==> src/rtl/risc_pkg.sv <==
`default_nettype none
// ============================================================================
// Module      : risc_pkg
// Description : Shared widths, opcode constants and phase encoding for the
//               RISC CPU sequencer.
// Revision    : 1.0 - initial release
// ============================================================================
package risc_pkg;

    localparam int ADDR_WIDTH   = 5;
    localparam int OPCODE_WIDTH = 3;

    localparam logic [OPCODE_WIDTH-1:0] HLT = 3'd0;
    localparam logic [OPCODE_WIDTH-1:0] SKZ = 3'd1;
    localparam logic [OPCODE_WIDTH-1:0] ADD = 3'd2;
    localparam logic [OPCODE_WIDTH-1:0] AND = 3'd3;
    localparam logic [OPCODE_WIDTH-1:0] XOR = 3'd4;
    localparam logic [OPCODE_WIDTH-1:0] LDA = 3'd5;
    localparam logic [OPCODE_WIDTH-1:0] STO = 3'd6;
    localparam logic [OPCODE_WIDTH-1:0] JMP = 3'd7;

    typedef enum logic [2:0] {
        INST_ADDR  = 3'd0,
        INST_FETCH = 3'd1,
        INST_LOAD  = 3'd2,
        IDLE       = 3'd3,
        OP_ADDR    = 3'd4,
        OP_FETCH   = 3'd5,
        ALU_OP     = 3'd6,
        STORE      = 3'd7
    } phase_t;

endpackage : risc_pkg
`default_nettype wire

==> src/rtl/cpu_controller_if.sv <==
`default_nettype none
// ============================================================================
// Module      : cpu_controller_if
// Description : Instruction/flag inputs and datapath strobes of the sequencer.
//               CTRL_RESUME_EN adds the resume input.
// Revision    : 1.0 - initial release
// ============================================================================
interface cpu_controller_if #(
    parameter int OPCODE_WIDTH = risc_pkg::OPCODE_WIDTH
);
    logic [OPCODE_WIDTH-1:0] opcode;
    logic                    zero;
`ifdef CTRL_RESUME_EN
    logic                    resume;
`endif
    logic                    sel;
    logic                    rd;
    logic                    ld_ir;
    logic                    halt;
    logic                    inc_pc;
    logic                    ld_pc;
    logic                    ld_ac;
    logic                    wr;
    logic                    data_e;
    logic [2:0]              phase;

    modport master (
        output opcode, zero,
`ifdef CTRL_RESUME_EN
        output resume,
`endif
        input  sel, rd, ld_ir, halt, inc_pc, ld_pc, ld_ac, wr, data_e, phase
    );

    modport slave (
        input  opcode, zero,
`ifdef CTRL_RESUME_EN
        input  resume,
`endif
        output sel, rd, ld_ir, halt, inc_pc, ld_pc, ld_ac, wr, data_e, phase
    );
endinterface : cpu_controller_if
`default_nettype wire

==> src/rtl/ctrl_decode.sv <==
`default_nettype none
// ============================================================================
// Module      : ctrl_decode
// Description : Combinational phase/opcode/zero/halted to strobe decode.
// Revision    : 1.0 - initial release
// ============================================================================
module ctrl_decode
    import risc_pkg::*;
(
    input  phase_t                  i_phase,
    input  logic [OPCODE_WIDTH-1:0] i_opcode,
    input  logic                    i_zero,
    input  logic                    i_halted,
    output logic                    o_sel,
    output logic                    o_rd,
    output logic                    o_ld_ir,
    output logic                    o_halt,
    output logic                    o_inc_pc,
    output logic                    o_ld_pc,
    output logic                    o_ld_ac,
    output logic                    o_wr,
    output logic                    o_data_e
);

    logic w_aluop;
    logic w_is_skz;
    logic w_is_jmp;
    logic w_is_sto;

    assign w_aluop  = (i_opcode == ADD) || (i_opcode == AND) ||
                      (i_opcode == XOR) || (i_opcode == LDA);
    assign w_is_skz = (i_opcode == SKZ);
    assign w_is_jmp = (i_opcode == JMP);
    assign w_is_sto = (i_opcode == STO);

    always_comb begin
        o_sel    = 1'b0;
        o_rd     = 1'b0;
        o_ld_ir  = 1'b0;
        o_halt   = 1'b0;
        o_inc_pc = 1'b0;
        o_ld_pc  = 1'b0;
        o_ld_ac  = 1'b0;
        o_wr     = 1'b0;
        o_data_e = 1'b0;

        if (i_halted) begin
            o_halt = 1'b1;
        end else begin
            case (i_phase)
                INST_ADDR: begin
                    o_sel = 1'b1;
                end
                INST_FETCH: begin
                    o_sel = 1'b1;
                    o_rd  = 1'b1;
                end
                INST_LOAD, IDLE: begin
                    o_sel   = 1'b1;
                    o_rd    = 1'b1;
                    o_ld_ir = 1'b1;
                end
                // PC steps past every instruction here, including HLT.
                OP_ADDR: begin
                    o_inc_pc = 1'b1;
                    o_halt   = (i_opcode == HLT);
                end
                OP_FETCH: begin
                    o_rd = w_aluop;
                end
                ALU_OP: begin
                    o_rd     = w_aluop;
                    o_inc_pc = w_is_skz & i_zero;
                    o_ld_pc  = w_is_jmp;
                    o_data_e = w_is_sto;
                end
                STORE: begin
                    o_rd     = w_aluop;
                    o_ld_ac  = w_aluop;
                    o_ld_pc  = w_is_jmp;
                    o_wr     = w_is_sto;
                    o_data_e = w_is_sto;
                end
                default: begin
                    o_sel = 1'b0;
                end
            endcase
        end
    end

endmodule : ctrl_decode
`default_nettype wire

==> src/rtl/cpu_controller.sv <==
`default_nettype none
// ============================================================================
// Module      : cpu_controller
// Description : 8-phase instruction sequencer: phase register, halted flag and
//               strobe decode. CTRL_RESUME_EN enables leaving HALTED on resume.
// Revision    : 1.0 - initial release
// ============================================================================
module cpu_controller
    import risc_pkg::*;
(
    input  logic             clk,
    input  logic             rst,
    cpu_controller_if.slave  bus
);

    phase_t r_phase;
    phase_t w_phase_nxt;
    logic   r_halted;
    logic   w_halted_nxt;

    always_ff @(posedge clk or posedge rst) begin
        if (rst) begin
            r_phase  <= INST_ADDR;
            r_halted <= 1'b0;
        end else begin
            r_phase  <= w_phase_nxt;
            r_halted <= w_halted_nxt;
        end
    end

    // HALTED parks the phase at 3'b111 with the halted flag set.
    always_comb begin
        w_phase_nxt  = r_phase;
        w_halted_nxt = r_halted;
        if (r_halted) begin
`ifdef CTRL_RESUME_EN
            if (bus.resume) begin
                w_phase_nxt  = INST_ADDR;
                w_halted_nxt = 1'b0;
            end
`endif
        end else if ((r_phase == OP_ADDR) && (bus.opcode == HLT)) begin
            w_phase_nxt  = STORE;
            w_halted_nxt = 1'b1;
        end else begin
            w_phase_nxt = phase_t'(r_phase + 3'd1);
        end
    end

    ctrl_decode u_ctrl_decode (
        .i_phase  (r_phase),
        .i_opcode (bus.opcode),
        .i_zero   (bus.zero),
        .i_halted (r_halted),
        .o_sel    (bus.sel),
        .o_rd     (bus.rd),
        .o_ld_ir  (bus.ld_ir),
        .o_halt   (bus.halt),
        .o_inc_pc (bus.inc_pc),
        .o_ld_pc  (bus.ld_pc),
        .o_ld_ac  (bus.ld_ac),
        .o_wr     (bus.wr),
        .o_data_e (bus.data_e)
    );

    assign bus.phase = r_phase;

endmodule : cpu_controller
`default_nettype wire

==> src/flat_wrapper.sv <==
// flat-port wrapper written by rule: the top's interface ports become plain ports
module cpu_controller_flat import risc_pkg::*;
  (clk, rst, bus_opcode, bus_zero, bus_sel, bus_rd, bus_ld_ir, bus_halt, bus_inc_pc, bus_ld_pc, bus_ld_ac, bus_wr, bus_data_e, bus_phase);
  cpu_controller_if bus_i ();
  input  logic clk;
  input  logic rst;
  input wire logic [$bits(bus_i.opcode)-1:0] bus_opcode;
  input wire logic [$bits(bus_i.zero)-1:0] bus_zero;
  output wire logic [$bits(bus_i.sel)-1:0] bus_sel;
  output wire logic [$bits(bus_i.rd)-1:0] bus_rd;
  output wire logic [$bits(bus_i.ld_ir)-1:0] bus_ld_ir;
  output wire logic [$bits(bus_i.halt)-1:0] bus_halt;
  output wire logic [$bits(bus_i.inc_pc)-1:0] bus_inc_pc;
  output wire logic [$bits(bus_i.ld_pc)-1:0] bus_ld_pc;
  output wire logic [$bits(bus_i.ld_ac)-1:0] bus_ld_ac;
  output wire logic [$bits(bus_i.wr)-1:0] bus_wr;
  output wire logic [$bits(bus_i.data_e)-1:0] bus_data_e;
  output wire logic [$bits(bus_i.phase)-1:0] bus_phase;
  assign bus_i.opcode = bus_opcode;
  assign bus_i.zero = bus_zero;
  assign bus_sel = bus_i.sel;
  assign bus_rd = bus_i.rd;
  assign bus_ld_ir = bus_i.ld_ir;
  assign bus_halt = bus_i.halt;
  assign bus_inc_pc = bus_i.inc_pc;
  assign bus_ld_pc = bus_i.ld_pc;
  assign bus_ld_ac = bus_i.ld_ac;
  assign bus_wr = bus_i.wr;
  assign bus_data_e = bus_i.data_e;
  assign bus_phase = bus_i.phase;
  cpu_controller u_core (.clk(clk), .rst(rst), .bus(bus_i));
endmodule
==> config.mk <==
export PLATFORM = sky130hd
export DESIGN_NAME = cpu_controller_flat
export DESIGN_NICKNAME = d
export VERILOG_FILES = /design/src/rtl/risc_pkg.sv /design/src/rtl/cpu_controller_if.sv /design/src/rtl/ctrl_decode.sv /design/src/rtl/cpu_controller.sv /design/src/flat_wrapper.sv
export SDC_FILE = /design/constraint.sdc
export NUM_CORES = 1
export LEC_CHECK = 0
export BUFFER_PORTS_ARGS = -buffer_cell sky130_fd_sc_hd__buf_2
export CELL_PAD_IN_SITES_DETAIL_PLACEMENT = 0
export CELL_PAD_IN_SITES_GLOBAL_PLACEMENT = 1
export CORE_MARGIN = 2
export CORE_UTILIZATION = 26
export DETAILED_ROUTE_END_ITERATION = 8
export GPL_TIMING_DRIVEN = 0
export PLACE_DENSITY_LB_ADDON = 0.1
export SETUP_SLACK_MARGIN = 0.15
export SKIP_LAST_GASP = 1
export SYNTH_ARGS = -nofsm -noshare
export SYNTH_HDL_FRONTEND = slang
export SYNTH_SLANG_ARGS = --single-unit
==> constraint.sdc <==
create_clock -name clk -period 1.31 [get_ports clk]
set_input_delay 0 -clock clk [delete_from_list [all_inputs] [get_ports clk]]
set_output_delay 0 -clock clk [all_outputs]
set_load 0.01 [all_outputs]
After elaboration in Yosys (flattened, before gate mapping). Cells that the tools add are included.

Memory bits (writable): 0. Output and inout port bits: 12. Memories kept: 0. Input port bits: 6. Latch bits: 0. Word-level logic and storage cells: 50. Register bits: 4. Bits in read-only memories: 0.

Div/mod/pow operators: 0. Multiply operators: 0. Add/subtract/negate cells: 1. Equality and inequality tests: 14. Shift operators: 0. Bitwise gates (word level): 1. Reductions and logical operators: 11. Multiplexer cells: 21. Order comparisons: 0.

Operator list (count): $eq 3x3->1 const B (8); $mux 1 (18); $eq 3x2->1 const B (4); $eq 3x1->1 const B (2); $logic_not 3->1 (2); $reduce_or 3->1 (2); $pmux 1 s2 (2); $reduce_or 2->1 (2); $reduce_or 4->1 (1); $add 3x1->3 const B (1); $logic_or 1x1->1 (3); $mux 3 (1); $and 1x1->1 (1); $logic_and 1x1->1 (1).

Logic depth before layout (Yosys ltp).
Depth after elaboration: 6. Depth in mapped cells: 6. Mapped depth without buffers: 6.

Cells and area by module. A second synthesis with hierarchy kept.

Cell total of the unflattened synthesis: 38. Area, all modules: 336.6 sq um.

Modules (own cells, without submodules): cpu_controller (cells each 20, area each 222.7 sq um, times used 1, seq. area each 100.1 sq um); ctrl_decode (cells each 18, area each 113.9 sq um, times used 1, seq. area each 0.0 sq um).

Least setup slack after synthesis. No wires, ideal clock.

Path type: register to register. Start: register u_core.r_phase[0] (netlist: u_core.bus.phase[0]). End: register u_core.r_phase[1] (netlist: u_core.bus.phase[1]). Setup time: 0.130 ns. Path slack: -0.120 ns. Buffers on the path: 0. Arrival time: 1.301 ns. Cell stages (with the launch flop): 7. Clock period less this slack: 1.430 ns. Data required time: 1.180 ns. Cell sequence: dfrtp_1 inv_1 ha_1 nor4b_2 a21oi_1 inv_2 a2bb2oi_2.

Cells in the longest elaborated chain, start to end: 3. Elaborated cells between the ends (all ways): 4. Classes of those cells: 1 x add/sub; 1 x eq/ne; 1 x mux; 1 x reduce/logical.

Ends and longest elaborated chain: from (decl) (RTL line cpu_controller.sv:16) `phase_t r_phase;`; from (signal assigned) (RTL line cpu_controller.sv:26) `r_phase <= w_phase_nxt;`; parallel branches: the longest is 2 deep, another holds $add 3x1->3; $mux 3 * (RTL line cpu_controller.sv:42) `end else if ((r_phase == OP_ADDR) && (bus.opcode == HLT)) begin`.

Mark *: on every way between the ends. A chain may end at the register's enable or synchronous reset.

Worst setup path in the final report.
Start: register u_core.r_phase[1] (netlist: u_core.bus.phase[1]). End: output bus_rd.

Cells in the longest elaborated chain, start to end: 4. Elaborated cells between the ends (all ways): 10. Classes of those cells: 6 x eq/ne; 2 x mux; 2 x reduce/logical.

Ends and longest elaborated chain: $eq 3x3->1, or another cell as far along (RTL line ctrl_decode.sv:50) `case (i_phase)`; $reduce_or 3->1 (no line); $pmux 1 s2 * (RTL line ctrl_decode.sv:50); $mux 1 * (RTL line ctrl_decode.sv:47) `if (i_halted) begin`; to (decl) (RTL line flat_wrapper.sv:10) `output wire logic [$bits(bus_i.rd)-1:0] bus_rd;`.

Every way passes the cells marked *; elsewhere a longest branch is shown, timed or not.

==> impl_metrics.yaml <==
yosys:
  synth.area.top_cells: "dfrtp_1, ha_1, inv_1, nor4_1, a21oi_1"
  seq_area_frac_synth_pct: 28.17
  ys_warn_count: 0
  synth_edf_count: 0
  ys_seq_elements: 4
  synth_largest_area_cell: "dfrtp_1"
  synth.most_common_cell: "ha_1"
  postSynthNetCount: 52
  synth.avg_cell_area_um2: 8.884
  synth_top_area_share_pct: 28.17
  netlist_top_cells_count: "ha_1, inv_1, dfrtp_1, nor2_1"
  async_flop_share_pct: 100.0
  post_synth_num_cell_types: 19
  synth_flop_cell: "dfrtp_1"
  syn-cell-area_um2: 355.3
  synth_cells: 40
floorplan:
  dieArea_um2: 1679
  die_w_um: 40.97
  start_util_pct: 27.65
  num_rows: 13
  design.portCount: 18
  core_area_um2: 1285
  die_h_um: 40.97
clocking:
  numCtsBuffers: 3
  root_buffer: "clkbuf_4"
  clk_latency_ns: 0.23
  clock_tree.buffer_depth: 2
  cts_tree: "done"
  clk_pin_slew_ns: 0.04
  cts_sinks: 4
  cts_htree_levels: 1
setup_path:
  cp-end-kind: "output port"
  crit_start: "u_core.bus.phase[1]"
  r2r-start: "u_core.bus.phase[0]"
  crit_type: "register to output port"
  arrival_ns: 1.50
  critPathRequiredTime_ns: 1.31
  startpoint_type: "register"
  critPathMaxFanout: 3
power_and_ir_drop:
  pwr-share-clk_pct: 7.9
  seq_power_share_pct: 15.1
  swShare_pct: 43.36
  irDropWorstVdd_mv: 1.277
  total_power_mw: 1.873
  p_int_mw: 1.061
  p_sw_uw: 812.1
  power.density_nw_per_um2: 2524
  power.leakage_nw: 0.3247
  pwr-share-comb_pct: 77.0
finish:
  syn2layout_area_growth_pct: 108.8
  final_core_util_pct: 57.74
  diodes: 0
  drive_gt1_share_pct: 76.39
  fin_cells: 87
  final_nets: 86
global_route:
  grt_use_met2_pct: 22.66
  top_usage_layer: "met2"
  use_met1_pct: 15.51
  grt_max_degree: 11
  grt_overflow: 0
  grt_pass1_wl_mm: 1.462
  grt_pass1_vias: 354
  grt_use_met3_pct: 0.5435
  antenna_found_initial: 0
  grtUsageTotal_pct: 13.30
sta:
  fin_crit_ns: 1.496
  fin_skew_ns: 0.0008435
  relSlewSlack_pct: 82.90
  period_share_pct: 114.2
  setup_ws_ns: -0.1858
  fmax_mhz: 668.5
  grt_setup_unrepaired: "yes"
  hold_viol: 0
  worst_pin_slew_ns: 0.2547
  slew_violations: 0
  setup_viol: 11
  setup_tns_ns: -1.198
route:
  antenna_left: 0
  via_per_inst: 4.724
  routed_wirelength_mm: 1.007
  drc: 0
  vias: 411
  firstDrtPassIters: 2
  wl_per_cell_um: 11.57
  drt_first_iter_violations: 1
flow_run:
  cap_violations: 0
placement:
  io_buffers: 17
  dpl.hpwl_um: 673.3
  dp_cells: 72
  gp_congestion: 0.6770
status:
  outcome: "finished, violations left"
  violations: "negative setup slack"
hold_path:
  worst_hold_path_type: "input port to async pin"
==> critical path, cell delays in order, from the launching register on <==
cell      delay [ns]
dfrtp_2         0.43
ha_4            0.19
ha_4            0.17
nor4_4          0.27
a311oi_2        0.05
buf_2           0.15
==> final timing paths <==
kind	to	slack, ns	depth (start not counted)
setup / recovery	bus_rd	-0.19	5
hold / removal	u_core.r_halted	0.19	3
setup reg to reg	u_core.bus.phase[1]	-0.13	8
hold reg to reg	u_core.r_halted	0.61	3
max in group asynchronous	u_core.bus.phase[0]	0.96	3
min in group clk	bus_data_e	0.35	3
==> cell usage in the layout (no fill, tap or decap), drive strengths merged <==
cell type	Yosys	routed
a21oi	3	3
a2bb2oi	1	1
a311oi	1	1
a41oi	1	1
buf	0	29
clkbuf	1	3
dfrtp	4	4
dlygate4sd3	0	1
ha	6	6
inv	6	6
mux2i	1	1
nand2	1	1
nand2b	1	1
nor2	4	4
nor3	1	1
nor4	3	3
nor4b	2	2
o21ai	3	3
xnor2	1	1
==> area by class of cell <==
class	count	area, µm²
repair buffers	29	195.2
plain buffers	1	5.005
multi-input cells	29	369.1
flip-flops and latches	4	103.9
inverters	6	27.53
fillers	123	543.0
clock buffers	3	22.52
well taps	15	18.77
==> logic make-up after synthesis <==
group / count (synthesis) / synth area share (%)
compound gates: 9 / 17.60
xor+xnor: 1 / 2.465
fa+ha+maj: 6 / 21.13
buf+inv: 7 / 7.393
flops: 4 / 28.17
mux: 1 / 2.817
simple gates: 12 / 20.42
==> routing by layer <==
layer / part of all wire [%] / vias up / wire [µm]
met1: 43 / 193 / 438
li1: - / 207 / -
met4: 0 / 0 / 0
met2: 51 / 11 / 514
met3: 5.4 / 0 / 54
met5: 0 / - / 0
==> what timing repair did <==
item	CTS	global route
setup buffers	7	4
setup endpoints to repair	13	13
hold buffers	1	0
endpoints found under the hold margin	4	0
gates resized for setup	15	9
pin swaps	4	6
==> flip-flops by register name, indices dropped and copies added (netlist names) <==
name,count
u_core.bus.phase,3
u_core.r_halted,1
==> power by group through the flow <==
stage	sequential, mW	clock, mW	combinational (mW)
after global routing	0.300	0.168	1.56
after detailed placement	0.306	0	0.871
after global placement	0.303	0	0.876
final	0.284	0.148	1.44
after floorplan	0.310	0	0.615
after CTS	0.287	0.157	1.23
==> stage by stage <==
stage	hold slack [ns]	setup slack, ns	area (µm²)
3_3_place_gp	-0.1146	-0.03316	526.8
5_1_grt	0.2027	-0.2922	742.0
3_5_place_dp	-0.1181	-0.02952	526.8
4_1_cts	0.1793	-0.2023	665.6
6_report	0.1862	-0.1858	742.0
2_1_floorplan	-0.2341	0.03839	422.9
Note: power is estimated with default switching activity, not from simulation.
